**config.mk**
```make
export PLATFORM = sky130hd
export DESIGN_NAME = match_controller
export DESIGN_NICKNAME = d
export VERILOG_FILES = /design/src/rtl/match_controller.sv
export SDC_FILE = /design/constraint.sdc
export NUM_CORES = 1
export LEC_CHECK = 0
export ABC_AREA = 1
export ABC_CLOCK_PERIOD_IN_PS = 4500
export BUFFER_PORTS_ARGS = -buffer_cell sky130_fd_sc_hd__buf_2
export CAP_MARGIN = 10
export CORE_MARGIN = 4
export CORE_UTILIZATION = 65
export CTS_BUF_LIST = sky130_fd_sc_hd__clkbuf_4 sky130_fd_sc_hd__clkbuf_8
export CTS_CLUSTER_SIZE = 40
export DETAILED_ROUTE_END_ITERATION = 7
export GPL_TIMING_DRIVEN = 0
export PLACE_DENSITY = 0.95
export SYNTH_ARGS = -nofsm -noshare
export SYNTH_HDL_FRONTEND = slang
export SYNTH_SLANG_ARGS = --single-unit
export TNS_END_PERCENT = 30
```
**constraint.sdc**
```tcl
create_clock -name clk -period 4.5 [get_ports clk]
set_input_delay 0.9 -clock clk [delete_from_list [all_inputs] [get_ports clk]]
set_output_delay 0.9 -clock clk [all_outputs]
set_load 0.005 [all_outputs]
```
**src/rtl/match_controller.sv**
```systemverilog
// Penalty shoot-out game-flow controller: sequences START -> SHOOTER/KEEPER
// rounds -> WINNER/LOOSER, keeps both scores and holds each shot result on
// screen for RESULT_HOLD cycles before deciding the next round.
module match_controller #(
  parameter int ROUNDS      = 10,
  parameter int RESULT_HOLD = 65_000_000
) (
  input  logic       clk,
  input  logic       rst,
  input  logic       start,
  input  logic       mode_in,
  input  logic       shot_valid,
  input  logic       shot_goal,
  input  logic       restart,
  output logic [2:0] game_state,
  output logic       game_mode,
  output logic [3:0] round_counter,
  output logic [2:0] score,
  output logic [2:0] opp_score,
  output logic       is_scored
);

  localparam int HW = (RESULT_HOLD > 1) ? $clog2(RESULT_HOLD) : 1;
  localparam logic [4:0] HALF = 5'(ROUNDS / 2);

  typedef enum logic [2:0] {
    ST_START   = 3'd0,
    ST_KEEPER  = 3'd1,
    ST_SHOOTER = 3'd2,
    ST_WINNER  = 3'd3,
    ST_LOOSER  = 3'd4
  } state_t;

  state_t        state, state_nxt;
  logic          hold, hold_nxt;
  logic [HW-1:0] hold_cnt, hold_cnt_nxt;
  logic          mode_nxt;
  logic [3:0]    rc_nxt;
  logic [2:0]    score_nxt, opp_nxt;
  logic          scored_nxt;

  logic [4:0] rc5, p_rem, o_rem;
  logic       win, lose, hold_done;

  // Remaining shots per side: the player shoots on odd-numbered rounds.
  always_comb begin
    rc5       = {1'b0, round_counter};
    p_rem     = HALF - ((rc5 + 5'd1) >> 1);
    o_rem     = HALF - (rc5 >> 1);
    win       = {2'b0, score} > ({2'b0, opp_score} + o_rem);
    lose      = {2'b0, opp_score} >= ({2'b0, score} + p_rem);
    hold_done = hold && (hold_cnt == '0);
  end

  // State and datapath registers.
  always_ff @(posedge clk) begin
    if (rst) begin
      state         <= ST_START;
      game_mode     <= 1'b1;
      round_counter <= '0;
      score         <= '0;
      opp_score     <= '0;
      is_scored     <= 1'b0;
      hold          <= 1'b0;
      hold_cnt      <= '0;
    end else begin
      state         <= state_nxt;
      game_mode     <= mode_nxt;
      round_counter <= rc_nxt;
      score         <= score_nxt;
      opp_score     <= opp_nxt;
      is_scored     <= scored_nxt;
      hold          <= hold_nxt;
      hold_cnt      <= hold_cnt_nxt;
    end
  end

  // Next-state: start, restart abort, end-of-hold decision.
  always_comb begin
    state_nxt = state;
    unique case (state)
      ST_START: if (start) state_nxt = ST_SHOOTER;
      ST_SHOOTER, ST_KEEPER: begin
        if (restart)        state_nxt = ST_START;
        else if (hold_done) begin
          if (win)                     state_nxt = ST_WINNER;
          else if (lose)               state_nxt = ST_LOOSER;
          else if (state == ST_SHOOTER) state_nxt = ST_KEEPER;
          else                         state_nxt = ST_SHOOTER;
        end
      end
      ST_WINNER, ST_LOOSER: if (restart) state_nxt = ST_START;
      default: state_nxt = ST_START;
    endcase
  end

  // Datapath next values: scoring, hold timer, clearing on start/restart.
  always_comb begin
    mode_nxt     = game_mode;
    rc_nxt       = round_counter;
    score_nxt    = score;
    opp_nxt      = opp_score;
    scored_nxt   = is_scored;
    hold_nxt     = hold;
    hold_cnt_nxt = hold_cnt;
    if ((state == ST_START && start) ||
        (state != ST_START && restart)) begin
      if (state == ST_START) mode_nxt = mode_in;
      rc_nxt       = '0;
      score_nxt    = '0;
      opp_nxt      = '0;
      scored_nxt   = 1'b0;
      hold_nxt     = 1'b0;
      hold_cnt_nxt = '0;
    end else if (state == ST_SHOOTER || state == ST_KEEPER) begin
      if (hold) begin
        if (hold_done) begin
          hold_nxt   = 1'b0;
          scored_nxt = 1'b0;
        end else begin
          hold_cnt_nxt = hold_cnt - HW'(1);
        end
      end else if (shot_valid) begin
        rc_nxt       = round_counter + 4'd1;
        scored_nxt   = shot_goal;
        hold_nxt     = 1'b1;
        hold_cnt_nxt = HW'(RESULT_HOLD - 1);
        if (shot_goal) begin
          if (state == ST_SHOOTER) score_nxt = score + 3'd1;
          else                     opp_nxt   = opp_score + 3'd1;
        end
      end
    end
  end

  assign game_state = state;

endmodule

```
# After elaboration in Yosys (flattened, before gate mapping)
# Index checks and enable logic that the tools add are counted.
# totals
mem_bits_rw,0
reg_bits,42
mem_count,0
output_inout_bits,15
latchBits,0
mem_bits_ro,0
# op_classes
shifts,0
mul,0
add_sub_neg,9
magnitude_cmp,2
bitwise,2
n_mux,17
n_eq_ne,9
n_reduce_logical,19
n_div,0
# ops
op,n
26-bit 2-to-1 mux,3
26-bit zero test,1
"26-bit by 1-bit subtractor with 26-bit output, second input constant",1
3-bit 2-to-1 mux,6
3-bit AND reduction,4
5-bit AND reduction,2
3-bit one-hot mux with 3 select lines,1
"3-bit by 1-bit adder with 3-bit output, second input constant",2
"3-bit by 2-bit == test with 1-bit output, second input constant",2
1-bit 2-to-1 mux,6
"2-bit != test, second input constant",3
2-bit OR reduction,3
3-bit by 5-bit adder with 5-bit output,1
"4-bit by 1-bit adder with 5-bit output, second input constant",1
4-bit by 4-bit adder with 5-bit output,1
3-bit by 5-bit >= comparator with 1-bit output,1
3-bit by 5-bit > comparator with 1-bit output,1
"3-bit by 4-bit subtractor with 5-bit output, first input constant",1
"4-bit by 1-bit adder with 4-bit output, second input constant",1
"3-bit by 3-bit subtractor with 4-bit output, first input constant",1
"3-bit by 1-bit == test with 1-bit output, second input constant",1
"3-bit == test, second input constant",1
1-bit logical AND,3
3-bit zero test,1
8 further kinds,10

# Depth between registers and ports, before layout
# Gate-level depths: netlist of the first run.
# depth
ltp_word,9
mapped_depth,18
ltp_nobuf,18

# Least setup slack after synthesis of the first run
# Ideal clock, no wire load.
# synth_timing
path_type,flip-flop to flip-flop
from,reg round_counter[0]
to,reg state[1] (netlist: game_state[1])
t_required_ps,4387
setup_time_ps,113
stages_incl_launch_ff,18
path_buffers,0
slack_ps,1964
period_less_slack_ps,2536
arrival_time_ps,2423
path_cell_list,dfxtp_1 -> ha_1 -> xor2_1 -> ha_1 -> inv_1 -> ha_1 -> fa_1 -> inv_1 -> ha_1 -> nand2_1 -> nand2_1 -> nand2_1 -> nand2_1 -> nand2_1 -> nand2_1 -> nand2_1 -> nor2_1 -> nor2_1
# synth_via
elab_chain_cells,9
# synth_lines
element,line,text
start: declaration,17,"output logic [3:0] round_counter,"
start signal: assignment,69,round_counter <= rc_nxt;
4-bit by 1-bit adder with 5-bit output,48,p_rem = HALF - ((rc5 + 5'd1) >> 1);
3-bit by 4-bit subtractor with 5-bit output,48,
3-bit by 5-bit adder with 5-bit output,51,"lose = {2'b0, opp_score} >= ({2'b0, score} + p_rem);"
3-bit by 5-bit >= comparator with 1-bit output,51,
3-bit 2-to-1 mux,87,else if (lose) state_nxt = ST_LOOSER;
3-bit 2-to-1 mux,86,if (win) state_nxt = ST_WINNER;
3-bit 2-to-1 mux,85,else if (hold_done) begin
3-bit 2-to-1 mux,84,if (restart) state_nxt = ST_START;
3-bit one-hot mux with 3 select lines,81,unique case (state)
end signal: assignment,67,state <= state_nxt;
end: declaration,34,"state_t state, state_nxt;"
# No other way between the ends. The select of a mux whose other input is x is not followed.
# A chain may end at the register's enable or synchronous reset.

# Worst setup path after layout of the first run
# layout_timing
from,reg round_counter[0]
to,reg state[0] (netlist: game_state[0])
# Same word-level chain as after synthesis.

==> results of run 1 <==
==> critical path, stage by stage (launching register included) <==
cell     delay [ns]
dfxtp_1        0.35
ha_1           0.23
xor2_1         0.16
ha_1           0.28
inv_1          0.04
ha_1           0.21
fa_1           0.48
inv_1          0.05
ha_1           0.26
nand2_1        0.07
nand2_1        0.05
nand2_1        0.11
nand2_1        0.07
nand2_1        0.07
nand2_1        0.06
nand3_1        0.08
nand2_1        0.05
nor2_1         0.07
==> cell families (layout without fill, tap and decap cells) <==
logic type / count (synthesis) / after routing
AOI/OAI and AO/OA: 65 / 65
DFF: 42 / 42
buffers and inverters: 55 / 83
adders and majority gates: 22 / 22
and+or+nand+nor: 235 / 235
xor gates and xnor gates: 18 / 18
==> layout by cell type (no fill, tap or decap), types with 2 or more instances in the layout <==
cell	synthesis	final
nand4_1	2	2
nor3b_1	2	2
ha_1	20	20
or2_2	5	5
nand2_2	3	3
clkbuf_8	0	5
inv_1	45	45
xnor2_1	10	10
fa_1	2	2
nand3_1	27	27
clkbuf_4	0	2
buf_6	2	2
a21oi_1	40	40
buf_2	2	23
xor2_1	8	8
nand3b_1	2	2
nor3_1	4	4
nor2_2	4	4
clkbuf_1	5	5
nor2_1	63	63
dfxtp_1	42	42
o21ai_0	20	20
nand2_1	120	120
==> cells in the mapped netlist <==
cell / count
xor2_1: 8
nand2_2: 3
a21oi_2: 1
clkbuf_1: 5
buf_6: 2
nor2_1: 63
nor3_2: 1
o21ai_0: 20
nand2_1: 120
dfxtp_1: 42
a21oi_1: 40
nor2_4: 1
a22oi_1: 1
xnor2_1: 10
o21ai_4: 1
or2_2: 5
nand4_1: 2
ha_1: 20
buf_2: 2
nor3_1: 4
o21ai_2: 1
inv_1: 45
nor3b_1: 2
a211oi_1: 1
inv_2: 1
nand3_1: 27
and3b_1: 1
fa_1: 2
nand3b_1: 2
nor2_2: 4
==> power groups by stage <==
stage	Combinational, mW	Sequential [mW]	Clock, mW
after floorplan	1.01	0.502	0
after global placement	1.23	0.510	0
after detailed placement	1.28	0.513	0
after CTS	1.29	0.506	0.247
after global routing	1.49	0.515	0.261
final	1.33	0.509	0.244
==> registers in the layout (all words and copies together), names as in the netlist <==
register,count
hold,1
opp_score,3
round_counter,4
hold_cnt,26
is_scored,1
score,3
game_mode,1
game_state,3
==> routing by layer <==
layer	vias to the layer above	GRT usage, %	share of wire, %
met5	-	0	0
met4	0	13.8	3.0
met3	26	5.95	7.8
met2	131	43.8	47
met1	1349	32.8	42
li1	1450	-	-
==> area by class of cell <==
class / instances / area share [%]
Inverter: 46 / 5.56
Clock buffer: 7 / 2.70
Tap cell: 50 / 2.02
Sequential cell: 42 / 27.1
Timing Repair Buffer: 21 / 3.39
Multi-Input combinational cell: 340 / 57.6
Buffer: 9 / 1.65
==> per-stage QoR <==
stage / std cells / hold WS, ns / instance area [um^2] / setup slack, ns
floorplan: 437 / 0.458 / 2850 / 1.96
global placement: 508 / 0.455 / 3020 / 1.82
detailed placement: 508 / 0.470 / 3020 / 1.80
CTS: 515 / 0.483 / 3100 / 1.77
global route: 515 / 0.533 / 3100 / 1.58
finish: 515 / 0.481 / 3100 / 1.76
==> worst min path at each step <==
stage | to | cells after the start | slack [ns] | from
CTS | is_scored | 2 | 0.48 | is_scored
detailed placement | is_scored | 2 | 0.47 | is_scored
finish | is_scored | 2 | 0.48 | is_scored
global placement | game_mode | 2 | 0.46 | game_mode
floorplan | hold_cnt[1] | 2 | 0.46 | hold_cnt[1]
global route | round_counter[0] | 1 | 0.53 | round_counter[0]
==> summary.md, run 1 <==
| Metric | Value |
|---|---|
| Pwr/cell area | roughly 670 nW/um^2 |
| Synth warn | 0 |
| Setup TNS | 0 ns |
| IO Count | 22 |
| R2R depth | 17 |
| Vias per cell | roughly 5.7 |
| CTS max path bufs | 2 |
| Sw frac | roughly 50% |
| Relative slew slack | between 60% and 70% |
| Area grow syn2layout | 8.82% |
| Status | finished clean |
| Multi-input logic area | 1790 um^2 |
| Syn Inst Count | about 440 |
| Arr. time, crit path | between 2 and 3 ns |
| Row cnt | 23 |
| Syn Area/Cell | roughly 6.5 um^2 |
| Initial antenna violation count | 0 |
| Worst R2R Start | round_counter[0] |
| CP max FO | 5 |
| Worst-skew pair later-pin latency | just under 0.3 ns |
| Worst Setup SP | round_counter[0] |
| Final Hold Violating Endpoints | 0 |
| WL final | between 6 and 7 mm |
| Pre-antenna DRT Iters | 6 |
| Data required, critical path | between 4 and 5 ns |
| CTS tree | done |
| FF-to-FF setup slack | 1.76 ns |
| Die Ht | between 70 and 80 um |
| Post-DRT Antenna Nets | 0 |
| Final core utilization | between 70% and 80% |
| Core area | just over 4000 um^2 |
| First-pass GRT wire length | 11.5 mm |
| Synthesis-stage register bit count | between 40 and 50 |
| Fraction of the mapped netlist area in adder cells | between 10 and 15% |
| Number of global-route vias before repair | between 2,000 and 3,000 |
| CTS Root Cell | clkbuf_8 |
| Worst-margin pin slew | 0.518 ns |
| MaxCap Viol Count | 0 |
| Seq pwr share | 24.5% |
| Minimum clock period | 2.74 ns |
| Post-Synth Simple-Gate Area | between 30% and 40% |
| Combinational Power Share | 63.8% |
| Via count | about 3,000 |
| Synth area leaders | dfxtp_1, nand2_1, ha_1 |
| Cell taking the most area after synthesis | dfxtp_1 |
| Multiplexer share of the synthesized area | 0% |
| Grt total ovfl | 0 |
| Wire per inst | 13.4 um |
| Post-synthesis sequential area ratio | 29.5% |
| H-tree depth | 2 |
| Synth Area in XOR/XNOR | ~5.5% |
| Die X | ~74 um |
| Dpl hpwl | 5.16 mm |
| Synth Area in Compound Gates | roughly an eighth |
| Final period utilization | around 61% |
| Nets | ~490 |
| Worst reg2reg endpoint | game_state[0] |
| Drt first-iter violations | 331 |
| Port Buf Inserts | 21 |
| Critical path class | flop to flop |
| Tot Pwr | 2.08 mW |
| Layout cell share with drive strength beyond 1 | 10.8% |
| Worst VDD drop | approximately 0.00033 V |
| Post-CTS Resized | 0 |
| Postcts setup bufs | 0 |
| Sw Pwr | around 1.0 mW |
| RSZ-0062 raised after global routing | false |
| Register area | about 840 um^2 |
| Final Slew Violations | 0 |
| Post-synth cell types | 30 |
| Share of the synthesized area in the top cell type | 29.5% |
| Synth Net Count | 466 |
| Clock transition at path regs | ~0.080 ns |
| Drc violations | 0 |
| GRT Overall Usage | 26.7% |
| Largest net degree at the start of global routing | 12 |
| Clock share of power | 11.7% |
| Setup crit end kind | flop |
| Die Area | 5510 um^2 |
| Total CTS buffers | 5 |
| Post-Syn Area | roughly 2900 um^2 |
| Pint | ~1.0 mW |
| Fmax | approximately 370 MHz |
| Leakage | ~1.5 nW |
| Crit path capture | game_state[0] |
| Hold Crit Class | flop to flop |
| Clk sinks | 42 |
| Initial Util | roughly 69% |
| Placer Congestion | between 0.9 and 1 |
| Fill count | ~330 |
| Startpoint Class | flop |
| Largest family of logic cells by synthesized area | simple AND/OR/NAND/NOR gates |
| Inserted Diodes | 0 |
| Hold-fix buffers, CTS | 0 |
| Worst Skew | around 0.006 ns |
| Setup Viol. Count Final | 0 |
Power figures use the tool's default switching activity.
==> inputs of run 2 (changes only) <==
==> config.mk (replaced) <==
export PLATFORM = sky130hd
export DESIGN_NAME = match_controller
export DESIGN_NICKNAME = d
export VERILOG_FILES = /design/src/rtl/match_controller.sv
export SDC_FILE = /design/constraint.sdc
export NUM_CORES = 1
export LEC_CHECK = 0
export ABC_AREA = 0
export ABC_CLOCK_PERIOD_IN_PS = 2300
export BUFFER_PORTS_ARGS = -buffer_cell sky130_fd_sc_hd__buf_2
export CAP_MARGIN = 10
export CORE_MARGIN = 4
export CORE_UTILIZATION = 56
export CTS_BUF_LIST = sky130_fd_sc_hd__clkbuf_4 sky130_fd_sc_hd__clkbuf_8
export CTS_CLUSTER_SIZE = 40
export DETAILED_ROUTE_END_ITERATION = 7
export GPL_TIMING_DRIVEN = 0
export PLACE_DENSITY = 0.89
export SYNTH_ARGS = -nofsm -noshare
export SYNTH_HDL_FRONTEND = slang
export SYNTH_SLANG_ARGS = --single-unit
export TNS_END_PERCENT = 30
==> constraint.sdc (replaced) <==
create_clock -name clk -period 2.3 [get_ports clk]
set_input_delay 0.46 -clock clk [delete_from_list [all_inputs] [get_ports clk]]
set_output_delay 0.46 -clock clk [all_outputs]
set_load 0.005 [all_outputs]
==> summary.md, run 2 <==
| Metric | Value |
|---|---|
| Drt first-iter violations | 327 |
| Clock share of power | between 20% and 30% |
| Inserted Diodes | 0 |
| MaxCap Viol Count | 0 |
| Post-synthesis sequential area ratio | 34.1% |
| Drc violations | 0 |
| CTS Root Cell | clkbuf_8 |
| Leakage | between 1 and 1.5 nW |
| Final Hold Violating Endpoints | 0 |
| Crit-path cells | ha_4, xor2_2, ha_1, inv_2, ha_4, fa_1, inv_1, ha_1, nor2b_4, o221ai_2, or4b_4, a21oi_2 |
| Worst-skew pair later-pin latency | about 0.3 ns |
| Row cnt | 23 |
| Buf/Inv on CP | 2 |
| WL final | 7.43 mm |
| Slowest CP cell | or4b_4 |
| Max reg flops | 26 |
| Sw Pwr | 1.01 mW |
| Area grow syn2layout | 29.5% |
| Fmax | ~340 MHz |
| Worst VDD drop | between 0.0003 and 0.0004 V |
| Ys flop type | dfxtp_1 |
| Data required, critical path | 2.54 ns |
| Commonest non-fill, non-tap cell in the layout | dfxtp_1 |
| Initial antenna violation count | 0 |
| Delay of the slowest critical-path stage | a little under 0.5 ns |
| Core area | a little over 4000 um^2 |
| GRT Overall Usage | between 20 and 30% |
| Reg with most FFs | hold_cnt |
| Fill count | ~250 |
| Failing checks | setup timing |
| Family with the most delay on the worst path | adder cells |
| Minimum clock period | slightly below 3 ns |
| Cell taking the most area after synthesis | dfxtp_1 |
| Seq pwr share | between 30% and 40% |
| Final instance area | around 3200 um^2 |
| Biggest regs | hold_cnt (26), round_counter (4) |
| Register area | approximately 850 um^2 |
| Most frequent cells in the layout | dfxtp_1, nor2_1, a21oi_1 |
| Clock transition at path regs | about 0.090 ns |
| Final core utilization | 77.5% |
| Worst Skew | about 0.011 ns |
| FF-to-FF setup slack | -0.65 ns |
| Initial Util | between 50% and 60% |
| Via count | 2,457 |
| Status | complete, but fails checks |
| Syn Inst Count | 290 |
| Post-Syn Area | between 2000 and 2500 um^2 |
| Relative slew slack | between 30% and 40% |
| Syn Area/Cell | between 8 and 9 um^2 |
| Placed cell count | approximately 360 |
| Pwr/cell area | 819 nW/um^2 |
| Hold Crit Class | input pin to flop |
| Multi-input logic area | around 1800 um^2 |
| Setup Viol. Count Final | 41 |
| Combinational Power Share | a little over two fifths |
| Pre-antenna DRT Iters | 5 |
| CP max FO | 4 |
| Wire per inst | ~19 um |
| Die Ht | between 70 and 80 um |
| Startpoint Class | flop |
| Synthesis-stage register bit count | 42 |
| Total CTS buffers | 5 |
| Setup crit end kind | flop |
| Final period utilization | 128% |
| Worst-margin pin slew | between 0.9 and 1 ns |
| Placer Congestion | 0.861 |
| CTS tree | done |
| H-tree depth | 2 |
| Post-synth cell types | 44 |
| RSZ-0062 raised after global routing | true |
| Largest net degree at the start of global routing | 14 |
| Share of the synthesized area in the top cell type | between 30 and 40% |
| Port Buf Inserts | 21 |
| Synth area leaders | dfxtp_1, ha_1, xnor2_1 |
| IO Count | 22 |
| Final Slew Violations | 0 |
| Most frequent cell after synthesis | dfxtp_1 |
| Asr flop ratio synth | 0% |
| Layout cell share with drive strength beyond 1 | between 20% and 30% |
| Commonest cells post-synth | dfxtp_1, nor2_1, a21oi_1 |
| First-pass GRT wire length | ~12 mm |
| Area after DPL | ~2700 um^2 |
| Post-synth EDFFs | 0 |
| Final WS setup | -0.655 ns |
| Arr. time, crit path | approximately 3.2 ns |
| Number of global-route vias before repair | roughly 2,500 |
| Finished Layout Cells | about 380 |
| Pre-CTS setup slack | -0.753 ns |
| Nets | 362 |
| Grt total ovfl | 0 |
| Pint | between 1.5 and 2 mW |
| Die X | about 74 um |
| CTS max path bufs | 2 |
| Sw frac | 38.6% |
| Dpl hpwl | between 4 and 5 mm |
| Synth Net Count | approximately 320 |
| Critical path class | flop to flop |
| Post-DRT Antenna Nets | 0 |
| Vias per cell | between 6 and 7 |
| Synth warn | 0 |
| Die Area | 5520 um^2 |
| Clk sinks | 42 |
## run 2: cell types whose count changed in the layout (fill, tap and decap cells not counted), sizes merged, moves of 15 or more
cell   change
buf       +15
inv       -27
nand2    -109
nand3     -18
nor2      -36
o21ai     -17
## run 2: metrics by stage
| stage | power [mW] | hold slack [ns] | setup TNS [ns] |
|---|---|---|---|
| after floorplan | 1.44 | 0.443 | -0.933 |
| after global placement | 1.57 | 0.456 | -13.66 |
| after detailed placement | 1.61 | 0.484 | -7.63 |
| after CTS | 2.42 | 0.368 | -2.80 |
| after global routing | 2.72 | 0.386 | -10.21 |
| final | 2.61 | 0.396 | -7.51 |
## run 2: power by group through the flow
stage / Sequential (mW) / Clock [mW] / Combinational [mW]
after floorplan: 0.874 / 0 / 0.561
final: 0.902 / 0.609 / 1.10
after detailed placement: 0.889 / 0 / 0.718
after global routing: 0.910 / 0.648 / 1.16
after global placement: 0.882 / 0 / 0.691
after CTS: 0.879 / 0.611 / 0.929
## run 2: area by class of cell
class | count | share of cell area [%]
plain buffers | 12 | 2.16
inverters | 19 | 2.24
multi-input cells | 215 | 55.5
clock inverters | 2 | 1.18
repair buffers | 38 | 7.89
well taps | 50 | 1.96
clock buffers | 6 | 2.39
flip-flops and latches | 42 | 26.7
## run 2: kinds of logic (layout without fill, tap and decap cells)
kind of cell               Yosys count  in the layout  share of synthesized area [%]
AOI/OAI and AO/OA                   54             54                           13.6
xor gates and xnor gates            31             31                           11.0
adders and majority gates           22             22                           11.8
buffers and inverters               33             77                           5.08
DFF                                 42             42                           34.1
muxes                                2              2                          0.813
and+or+nand+nor                    106            106                           23.6
## run 2: layer usage
layer / wire, um / GRT usage (%)
met1: 2950 / 31.8
met2: 3620 / 47.8
met3: 479 / 4.32
met4: 384 / 12.8
met5: 0 / 0
## run 2: final timing paths
| kind | cells after the start | endpoint | startpoint |
|---|---|---|---|
| hold reg to reg | 2 | hold_cnt[21] | hold_cnt[21] |
| setup reg to reg | 12 | game_state[0] | round_counter[0] |
| setup / recovery | 12 | game_state[0] | round_counter[0] |
| hold / removal | 2 | game_state[0] | rst |
## run 2: timing repair
action / CTS / global route
buffers inserted: 12 / 5
cloned: 1 / 0
endpoints found under the setup margin: 35 / 41
resized for setup: 29 / 32
pin swaps: 16 / 12
hold buffers: 0 / 0
